===== src/rtl/drm_fifo_pkg.sv =====
// drm_fifo_pkg: shared constants and helpers for the drm_fifo_ctrl slice.
// Build option: define DRM_FIFO_CTRL_OREG_EN when the block RAM is built with
// OUTPUT_REG=1 (read latency 2, skid depth 3). Otherwise latency 1, skid depth 2.
package drm_fifo_pkg;

  localparam int unsigned DEF_ADDR_WIDTH = 12;

`ifdef DRM_FIFO_CTRL_OREG_EN
  localparam int unsigned RD_LAT = 2;
`else
  localparam int unsigned RD_LAT = 1;
`endif

  // One skid slot per in-flight read plus the word being presented.
  localparam int unsigned SKID_DEPTH = RD_LAT + 1;
  localparam int unsigned SKID_IDX_W = $clog2(SKID_DEPTH);
  localparam int unsigned SKID_CNT_W = $clog2(SKID_DEPTH + 1);

  function automatic int unsigned depth(input int unsigned aw);
    return 32'd1 << aw;
  endfunction

  // Level must hold 2**aw RAM words plus the skid and in-flight words.
  function automatic int unsigned level_width(input int unsigned aw);
    return aw + 2;
  endfunction

  typedef logic [level_width(DEF_ADDR_WIDTH)-1:0] level_t;

endpackage


===== src/rtl/drm_fifo_skid.sv =====
// drm_fifo_skid: SKID_DEPTH-entry register FIFO that absorbs RAM read data.
// Ports: clk, rst (async, active-high), flush (sync clear), push/push_data
// (write a word), pop (remove head), head (current head word), occ (entries held).
// Build option: depth follows DRM_FIFO_CTRL_OREG_EN through drm_fifo_pkg.
module drm_fifo_skid
  import drm_fifo_pkg::*;
#(
  parameter int unsigned DATA_WIDTH = 8
) (
  input  logic                  clk,
  input  logic                  rst,
  input  logic                  flush,
  input  logic                  push,
  input  logic [DATA_WIDTH-1:0] push_data,
  input  logic                  pop,
  output logic [DATA_WIDTH-1:0] head,
  output logic [SKID_CNT_W-1:0] occ
);

  logic [DATA_WIDTH-1:0] mem_q [SKID_DEPTH];
  logic [SKID_IDX_W-1:0] wr_idx_q, wr_idx_d, rd_idx_q, rd_idx_d;
  logic [SKID_CNT_W-1:0] occ_q, occ_d;

  // Depth need not be a power of two, so indices wrap explicitly.
  function automatic logic [SKID_IDX_W-1:0] nxt(input logic [SKID_IDX_W-1:0] i);
    return (i == SKID_IDX_W'(SKID_DEPTH - 1)) ? '0 : i + SKID_IDX_W'(1);
  endfunction

  // Next-state for indices and occupancy.
  always_comb begin
    wr_idx_d = push ? nxt(wr_idx_q) : wr_idx_q;
    rd_idx_d = pop ? nxt(rd_idx_q) : rd_idx_q;
    occ_d    = occ_q + SKID_CNT_W'(push) - SKID_CNT_W'(pop);
    if (flush) begin
      wr_idx_d = '0;
      rd_idx_d = '0;
      occ_d    = '0;
    end
  end

  // State registers and storage.
  always_ff @(posedge clk or posedge rst) begin
    if (rst) begin
      wr_idx_q <= '0;
      rd_idx_q <= '0;
      occ_q    <= '0;
      for (int unsigned i = 0; i < SKID_DEPTH; i++) mem_q[i] <= '0;
    end else begin
      wr_idx_q <= wr_idx_d;
      rd_idx_q <= rd_idx_d;
      occ_q    <= occ_d;
      if (push && !flush) mem_q[wr_idx_q] <= push_data;
    end
  end

  assign head = mem_q[rd_idx_q];
  assign occ  = occ_q;

endmodule


===== src/rtl/drm_fifo_ctrl.sv =====
// drm_fifo_ctrl: first-word-fall-through stream FIFO around one simple-dual-port
// block RAM. Owns RAM addressing, occupancy accounting and an output skid buffer.
// Ports: clk, rst (async, active-high), flush (sync clear);
//   producer s_valid/s_ready/s_data; consumer m_valid/m_ready/m_data;
//   level/almost_full/almost_empty (registered status);
//   ram_wr_en/ram_wr_addr/ram_wr_data/ram_rd_addr/ram_rd_data/ram_rst to the RAM.
// Build option: DRM_FIFO_CTRL_OREG_EN selects RAM read latency 2 (OUTPUT_REG=1).
module drm_fifo_ctrl
  import drm_fifo_pkg::*;
#(
  parameter int unsigned ADDR_WIDTH = 12,
  parameter int unsigned DATA_WIDTH = 8,
  parameter int unsigned AF_LEVEL   = 4032,
  parameter int unsigned AE_LEVEL   = 64
) (
  input  logic                    clk,
  input  logic                    rst,
  input  logic                    flush,
  input  logic                    s_valid,
  output logic                    s_ready,
  input  logic [DATA_WIDTH-1:0]   s_data,
  output logic                    m_valid,
  input  logic                    m_ready,
  output logic [DATA_WIDTH-1:0]   m_data,
  output logic [ADDR_WIDTH+1:0]   level,
  output logic                    almost_full,
  output logic                    almost_empty,
  output logic                    ram_wr_en,
  output logic [ADDR_WIDTH-1:0]   ram_wr_addr,
  output logic [DATA_WIDTH-1:0]   ram_wr_data,
  output logic [ADDR_WIDTH-1:0]   ram_rd_addr,
  input  logic [DATA_WIDTH-1:0]   ram_rd_data,
  output logic                    ram_rst
);

  localparam int unsigned PW = ADDR_WIDTH + 1;
  localparam int unsigned LW = level_width(ADDR_WIDTH);
  localparam int unsigned CW = SKID_CNT_W + 1;

  logic              rst_q;
  logic [PW-1:0]     wr_ptr_q, wr_ptr_d, rd_ptr_q, rd_ptr_d;
  logic [PW-1:0]     ram_level, ram_level_d;
  logic [RD_LAT-1:0] pend_q, pend_d;
  logic [LW-1:0]     level_q, level_d;
  logic              af_q, af_d, ae_q, ae_d;
  logic [SKID_CNT_W-1:0] skid_occ;
  logic [CW-1:0]     pend_cnt, pend_cnt_d, credit, occ_d;
  logic              push, pop, issue, capture, ram_full;

  assign ram_level = wr_ptr_q - rd_ptr_q;
  assign ram_full  = (ram_level == PW'(depth(ADDR_WIDTH)));

  assign s_ready = !rst_q && !flush && !ram_full;
  assign push    = s_valid && s_ready;
  assign m_valid = (skid_occ != '0);
  assign pop     = m_valid && m_ready;
  assign capture = pend_q[RD_LAT-1];

  // Reads outstanding in the pending shift register.
  always_comb begin
    pend_cnt = '0;
    for (int unsigned i = 0; i < RD_LAT; i++) pend_cnt = pend_cnt + CW'(pend_q[i]);
  end

  // Issue only if the word will have a skid slot when it lands.
  assign credit = CW'(skid_occ) + pend_cnt - CW'(pop);
  assign issue  = !flush && (ram_level != '0) && (credit < CW'(SKID_DEPTH));

  // Next-state for pointers, pending bits and registered status.
  always_comb begin
    wr_ptr_d  = wr_ptr_q + PW'(push);
    rd_ptr_d  = rd_ptr_q + PW'(issue);
    pend_d    = '0;
    pend_d[0] = issue;
    for (int unsigned i = 1; i < RD_LAT; i++) pend_d[i] = pend_q[i-1];
    occ_d = CW'(skid_occ) + CW'(capture) - CW'(pop);
    if (flush) begin
      wr_ptr_d = '0;
      rd_ptr_d = '0;
      pend_d   = '0;
      occ_d    = '0;
    end
    ram_level_d = wr_ptr_d - rd_ptr_d;
    pend_cnt_d  = '0;
    for (int unsigned i = 0; i < RD_LAT; i++) pend_cnt_d = pend_cnt_d + CW'(pend_d[i]);
    level_d = LW'(ram_level_d) + LW'(pend_cnt_d) + LW'(occ_d);
    af_d    = (level_d >= LW'(AF_LEVEL));
    ae_d    = (level_d <= LW'(AE_LEVEL));
  end

  // State registers; rst_q holds s_ready low for one edge after reset release.
  always_ff @(posedge clk or posedge rst) begin
    if (rst) begin
      rst_q    <= 1'b1;
      wr_ptr_q <= '0;
      rd_ptr_q <= '0;
      pend_q   <= '0;
      level_q  <= '0;
      af_q     <= 1'b0;
      ae_q     <= 1'b1;
    end else begin
      rst_q    <= 1'b0;
      wr_ptr_q <= wr_ptr_d;
      rd_ptr_q <= rd_ptr_d;
      pend_q   <= pend_d;
      level_q  <= level_d;
      af_q     <= af_d;
      ae_q     <= ae_d;
    end
  end

  drm_fifo_skid #(.DATA_WIDTH(DATA_WIDTH)) u_skid (
    .clk       (clk),
    .rst       (rst),
    .flush     (flush),
    .push      (capture),
    .push_data (ram_rd_data),
    .pop       (pop),
    .head      (m_data),
    .occ       (skid_occ)
  );

  assign level        = level_q;
  assign almost_full  = af_q;
  assign almost_empty = ae_q;
  assign ram_wr_en    = push;
  assign ram_wr_addr  = wr_ptr_q[ADDR_WIDTH-1:0];
  assign ram_wr_data  = s_data;
  assign ram_rd_addr  = rd_ptr_q[ADDR_WIDTH-1:0];
  assign ram_rst      = rst;

endmodule

===== config.mk =====
export PLATFORM = sky130hd
export DESIGN_NAME = drm_fifo_ctrl
export DESIGN_NICKNAME = d
export VERILOG_FILES = /design/src/rtl/drm_fifo_pkg.sv /design/src/rtl/drm_fifo_skid.sv /design/src/rtl/drm_fifo_ctrl.sv
export SDC_FILE = /design/constraint.sdc
export NUM_CORES = 1
export LEC_CHECK = 0
export CAP_MARGIN = 20
export CORE_MARGIN = 3
export CORE_UTILIZATION = 50
export DETAILED_ROUTE_END_ITERATION = 10
export PLACE_DENSITY = 0.85
export SLEW_MARGIN = 15
export SYNTH_ARGS = -nofsm -noshare
export SYNTH_HDL_FRONTEND = slang
export SYNTH_SLANG_ARGS = --single-unit

===== constraint.sdc =====
create_clock -name clk -period 12.9 [get_ports clk]
set_input_delay 2.58 -clock clk [delete_from_list [all_inputs] [get_ports clk]]
set_output_delay 2.58 -clock clk [all_outputs]
set_load 0.02 [all_outputs]

Word-level counts from Yosys, hierarchy flattened
Index checks and enable logic that the tools add are counted.
Widths: inputs -> output; s select.
Operators by class
  $add $sub $neg: 12
  magnitude comparators: 6
  equality and inequality tests: 1
  muxes and demuxes: 17
  bitwise operators: 2
  reductions and logical operators: 15
Operator list (count)
  $mux 8: 4
  $add 13x1->13: 2
  $mux 13: 2
  $sub 13x13->13: 2
  $bwmux 16: 1
  $add 13x1->14: 1
  $add 14x3->14: 1
  $ge 14x12->1 const B: 1
  $le 14x7->1 const B: 1
  $eq 13x13->1 const B: 1
  $reduce_bool 13->1: 1
  $demux 8 s1: 1
  $logic_and 1x1->1: 8
  $mux 1: 7
  $reduce_bool 2->1: 3
  $ge 2x2->1 const B: 2
  $not 1->2: 2
  $add 2x1->3: 1
  $logic_not 1->1: 3
  $lt 3x2->1 const B: 1
  $mux 3: 1
  $sub 3x1->3: 1
  $add 1x1->1 const B: 2
  $add 2x1->2: 1
  3 further kinds: 3
Storage, ports and cells
  bits in registers: 64
  input port bits: 21
  output and inout bits: 60
  word-level logic and storage cells: 65

Depth between registers and ports, before layout
  depth after elaboration: 11
  gate-level depth with buffers: 28
  mapped depth without buffers: 27

Cells and area by module
Synthesis repeated with hierarchy kept, for this count alone.
Unflattened totals
  cell total of the unflattened synthesis: 464
  area, all modules: 4623.2 um^2
Modules (own cells, without submodules)
  drm_fifo_ctrl: instances 1, cells each 405, area each 3723.6 um^2, sequential area each 1103.6 um^2
  drm_fifo_skid: instances 1, cells each 59, area each 899.6 um^2, sequential area each 500.5 um^2

Worst setup path after synthesis
OpenSTA, ideal clock, no wires.
  kind: input port to flip-flop
  start: input port m_ready
  end: register af_q (netlist: almost_full)
  library setup time: 0.120 ns
  arrival: 7.410 ns
  required time: 12.780 ns
  path slack: 5.369 ns
  stages: 22
  path buffers: 1
  cells stage by stage: and2_1 > ha_1 > inv_1 > ha_1 > fa_1 > a2111oi_0 > ha_1 > ha_1 > and3_1 > nand3_1 > xnor2_1 > or2_2 > ha_1 > buf_4 > a2111oi_0 > a22oi_2 > xnor2_2 > nor4b_4 > mux2_2 > o31ai_4 > xnor2_2 > a41o_1
Between the ends
  longest elaborated chain between the ends: 10
  elaborated cells on any way between the ends: 12
  classes of those cells: 5 x add/sub; 2 x order compare; 3 x mux; 2 x reduce/logical
RTL lines
  from (decl): line drm_fifo_ctrl.sv:23  | input logic m_ready,
  $logic_and 1x1->1 *: line drm_fifo_ctrl.sv:56  | assign pop = m_valid && m_ready;
  $sub 3x1->3 *: line drm_fifo_ctrl.sv:66, drm_fifo_ctrl.sv:76
  $lt 3x2->1: line drm_fifo_ctrl.sv:67  | assign issue = !flush && (ram_level != '0) && (credit < CW'(SKID_DEPTH));
  $logic_and 1x1->1: line drm_fifo_ctrl.sv:67
  $add 13x1->13: line drm_fifo_ctrl.sv:72  | rd_ptr_d = rd_ptr_q + PW'(issue);
  $mux 13: line drm_fifo_ctrl.sv:77  | if (flush) begin
  $sub 13x13->13: line drm_fifo_ctrl.sv:83  | ram_level_d = wr_ptr_d - rd_ptr_d;
  $add 13x1->14: line drm_fifo_ctrl.sv:86  | level_d = LW'(ram_level_d) + LW'(pend_cnt_d) + LW'(occ_d);
  $add 14x3->14 *: line drm_fifo_ctrl.sv:86
  via level_d[10]: line drm_fifo_ctrl.sv:44  | logic [LW-1:0] level_q, level_d;
  $ge 14x12->1 *: line drm_fifo_ctrl.sv:87  | af_d = (level_d >= LW'(AF_LEVEL));
  via af_d: line drm_fifo_ctrl.sv:45  | logic af_q, af_d, ae_q, ae_d;
  to (signal assigned): line drm_fifo_ctrl.sv:99  | af_q <= 1'b0;
  to (signal assigned): line drm_fifo_ctrl.sv:107  | af_q <= af_d;
  to (decl): line drm_fifo_ctrl.sv:45
The timed path passes the listed nets; every way through them passes the cells marked *.
A chain may end at the register's enable or synchronous reset.

Worst setup path after layout
  start: input port m_ready
  end: register af_q (netlist: almost_full)
Between the ends
  longest elaborated chain between the ends: 10
  elaborated cells on any way between the ends: 12
  classes of those cells: 5 x add/sub; 2 x order compare; 3 x mux; 2 x reduce/logical
RTL lines (line)
  $logic_and 1x1->1 *: drm_fifo_ctrl.sv:56
  $sub 3x1->3 *: drm_fifo_ctrl.sv:66, drm_fifo_ctrl.sv:76
  $lt 3x2->1: drm_fifo_ctrl.sv:67
  $logic_and 1x1->1: drm_fifo_ctrl.sv:67
  $add 13x1->13: drm_fifo_ctrl.sv:72
  $mux 13: drm_fifo_ctrl.sv:77
  $sub 13x13->13: drm_fifo_ctrl.sv:83
  $add 13x1->14: drm_fifo_ctrl.sv:86
  $add 14x3->14 *: drm_fifo_ctrl.sv:86
  $ge 14x12->1 *: drm_fifo_ctrl.sv:87
  via af_d: drm_fifo_ctrl.sv:45
Marks and branches as above.

==> flow_summary.json <==
{
  "synth_common_cells": "dfrtp_1 (62), inv_1 (40), buf_4 (35)",
  "p_clk_share_pct": 16.0,
  "port_buffers": 64,
  "finalNetCount": 555,
  "start_util_pct": 52.06,
  "cts_tree": "done",
  "multi_input_area_um2": 2534,
  "crit_top_cell": "ha_1",
  "synthSimpleGateAreaFrac_pct": 18.45,
  "grt-ovfl-total": 0,
  "setup_viol": 0,
  "end_kind": "flop",
  "num_vias": 3318,
  "holdPathStages": 1,
  "setup_tns_ns": 0,
  "die_area_um2": 10350,
  "synthDistinctLibCells": 66,
  "critPathRequiredTime_ns": 13.14,
  "dp_hpwl_um": 7753,
  "pin_count": 81,
  "htreeDepth": 3,
  "max_freq_ghz": 0.1201,
  "netSwitchingPower_mw": 0.3800,
  "avgSynthCellArea_um2": 9.902,
  "rsz0062_at_grt": "false",
  "vias_per_cell": 5.439,
  "grt_max_degree": 65,
  "synth-compound-area-share_pct": 9.198,
  "yosys.area.top_type": "dfrtp_1",
  "synth_area_um2": 4584,
  "grt_pass1_vias": 3432,
  "postCtsHoldBufs": 0,
  "post_cts_buffers": 0,
  "rows": 34,
  "seqPwrFrac_pct": 29.0,
  "cp_data_arrival_time_ns": 8.56,
  "die_w_um": 101.8,
  "synth_most_common_cell": "dfrtp_1",
  "powerDensity_nw_per_um2": 184.3,
  "die_h_um": 101.8,
  "clkSinkCount": 64,
  "grt.total_usage_pct": 20.60,
  "postPlaceCellArea_um2": 5086,
  "clock_latency_ns": 0.35,
  "routed_wl_um": 9956,
  "seq_area_frac_synth_pct": 34.99,
  "finClkSkew_ns": 0.01090,
  "post-route-cell-area_um2": 5261,
  "clock_path_buffers": 2,
  "switching_share_pct": 39.20,
  "ant_nets": 0,
  "reg2reg_depth": 26,
  "nFillCells": 712,
  "synthTopCellsByArea": "dfrtp_1 (34%), ha_1 (9.0%), mux2_2 (6.6%)",
  "max_stage_delay_ns": 0.58,
  "num_antenna_cells": 0,
  "min_path_type": "flop to flop",
  "core_um2": 8806,
  "finalHoldViolCount": 0,
  "clk_pin_slew_ns": 0.07,
  "relSlewSlack_pct": 47.31,
  "syn-instance-count": 463,
  "vdd_drop_max_uv": 80.26,
  "async_flop_share_pct": 100.0,
  "worst-path-max-fanout": 9,
  "yosys_warnings": 0,
  "grt_antenna_before_repair": 0,
  "p_leak_nw": 2.461,
  "place.gp.congestion": 0.8515,
  "seqCellArea_um2": 1604,
  "synth_top_family_by_area": "simple AND/OR/NAND/NOR gates",
  "drv_slew": 0,
  "worst_pin_slew_ns": 0.7904,
  "worst_setup_path_start_kind": "input port",
  "dr.pass1.iters": 4,
  "wl_per_cell_um": 16.32,
  "synth.top_cell.area_share_pct": 33.84,
  "synth-adder-area-share_pct": 10.75,
  "muxShareOfSynthArea_pct": 7.287,
  "drive_above_1_share_pct": 14.74,
  "syn_to_final_growth_pct": 14.77,
  "cts_buffers": 9,
  "power_mw": 0.9696,
  "cp_slowest_cell": "or4_1",
  "drtIter0Drc": 218,
  "power_frac_comb_pct": 55.0,
  "cts_root_buffer": "clkbuf_8",
  "post_cts_resized": 0,
  "synth_edf_count": 0,
  "p_int_mw": 0.5895,
  "path_cells": "clkdlybuf4s50_1, and2_1, ha_1, inv_1, ha_1, fa_1, a2111oi_0, ha_1, nand2_1, nor3_1, nand2_1, xnor2_1, or2_2, ha_1, inv_1, or4_1, nand4_2, nand2b_4, nor3_1, nand2_1, nor3_1, mux2i_1, a41o_1",
  "fin_crit_sh_pct": 64.54,
  "outcome": "complete, no violations",
  "fin_crit_ns": 8.325,
  "synth_ff_type": "dfrtp_1",
  "path_class": "input port to flop",
  "synth_nets": 521,
  "synth_xor_area_share_pct": 9.498,
  "drc_errors": 0,
  "cap_violations": 0,
  "grt_first_pass_wirelength_um": 16580,
  "ys_ff_latch": 64
}
-- power groups by stage --
stage                     clock network [mW]  registers [mW]  logic (mW)
after global routing                   0.169           0.286       0.589
after global placement                     0           0.282       0.521
after floorplan                            0           0.294       0.374
final                                  0.156           0.281       0.533
after detailed placement                   0           0.286       0.533
after CTS                              0.160           0.282       0.537
-- metal layers --
| layer | up-vias | track usage (%) | wire, um |
|---|---|---|---|
| met1 | 1615 | 25.14 | 4127 |
| li1 | 1615 | - | - |
| met2 | 77 | 36.37 | 5297 |
| met3 | 11 | 4.132 | 417 |
| met5 | - | 0 | 0 |
| met4 | 0 | 6.646 | 114 |
-- layout by cell type, fill, tap and decap left out, types with 7 or more instances in the layout --
master and n:
clkdlybuf4s50_1 64, dfrtp_1 62, inv_1 39, ha_1 33
nor2_1 31, mux2_2 27, xnor2_1 27, xor2_1 19
nand2_1 17, nand3_1 14, a21oi_1 11, or2_2 10
nand2b_1 10, clkbuf_8 10, nor2b_1 9, nand4_1 7
o21ai_0 7
-- critical path: cells and delay by family --
kind,cells,cell delay [ns]
adder cells (fa/ha/maj),5,1.70
multiplexers,1,0.17
buffers and inverters,3,0.55
XOR/XNOR,1,0.14
AO/OA/AOI/OAI,2,0.80
AND/OR/NAND/NOR,11,2.61
-- flip-flops by register name, summed over array words and instances, names as in the netlist --
name,cells
almost_empty,1
almost_full,1
capture,1
level,14
rd_ptr_q,13
rst_q,1
u_skid.mem_q,16
u_skid.occ,2
u_skid.rd_idx_q,1
u_skid.wr_idx_q,1
wr_ptr_q,13
-- kinds of logic after synthesis --
family / Yosys count
flip-flops: 64
other: 1
buffers and inverters: 84
XOR/XNOR: 48
adder cells (fa/ha/maj): 37
multiplexers: 30
AO/OA/AOI/OAI: 56
AND/OR/NAND/NOR: 143
-- final cells by class --
type,instances,share of cell area (%)
multi-input combinational,315,48.16
tap,108,2.568
timing repair buffer,67,12.60
sequential,64,30.49
inverter,40,2.854
clock inverter,4,0.5707
clock buffer,12,2.759
-- stage by stage --
step / setup slack, ns / hold slack (ns) / util (%) / instances
2_1_floorplan: 5.369 / 0.4737 / - / 463
3_3_place_gp: 4.441 / 0.4807 / 57.76 / 594
3_5_place_dp: 4.278 / 0.4897 / 57.76 / 594
4_1_cts: 4.614 / 0.5091 / 59.75 / 610
5_1_grt: 4.212 / 0.5306 / 59.75 / 610
6_report: 4.575 / 0.5048 / 59.75 / 610
-- final timing paths --
path | start | to | slack (ns)
min in group asynchronous | rst | rd_ptr_q[0]$_DFF_PP0_ | 2.81
setup / recovery | m_ready | almost_full$_DFF_PP0_ | 4.57
setup reg to reg | rd_ptr_q[1]$_DFF_PP0_ | almost_full$_DFF_PP0_ | 6.06
hold reg to reg | u_skid.mem_q[5]$_DFFE_PP0P_ | u_skid.mem_q[5]$_DFFE_PP0P_ | 0.50
max in group asynchronous | rst | rd_ptr_q[7]$_DFF_PP0_ | 9.57
hold / removal | u_skid.mem_q[5]$_DFFE_PP0P_ | u_skid.mem_q[5]$_DFFE_PP0P_ | 0.50
(Power assumes the default switching activity.)
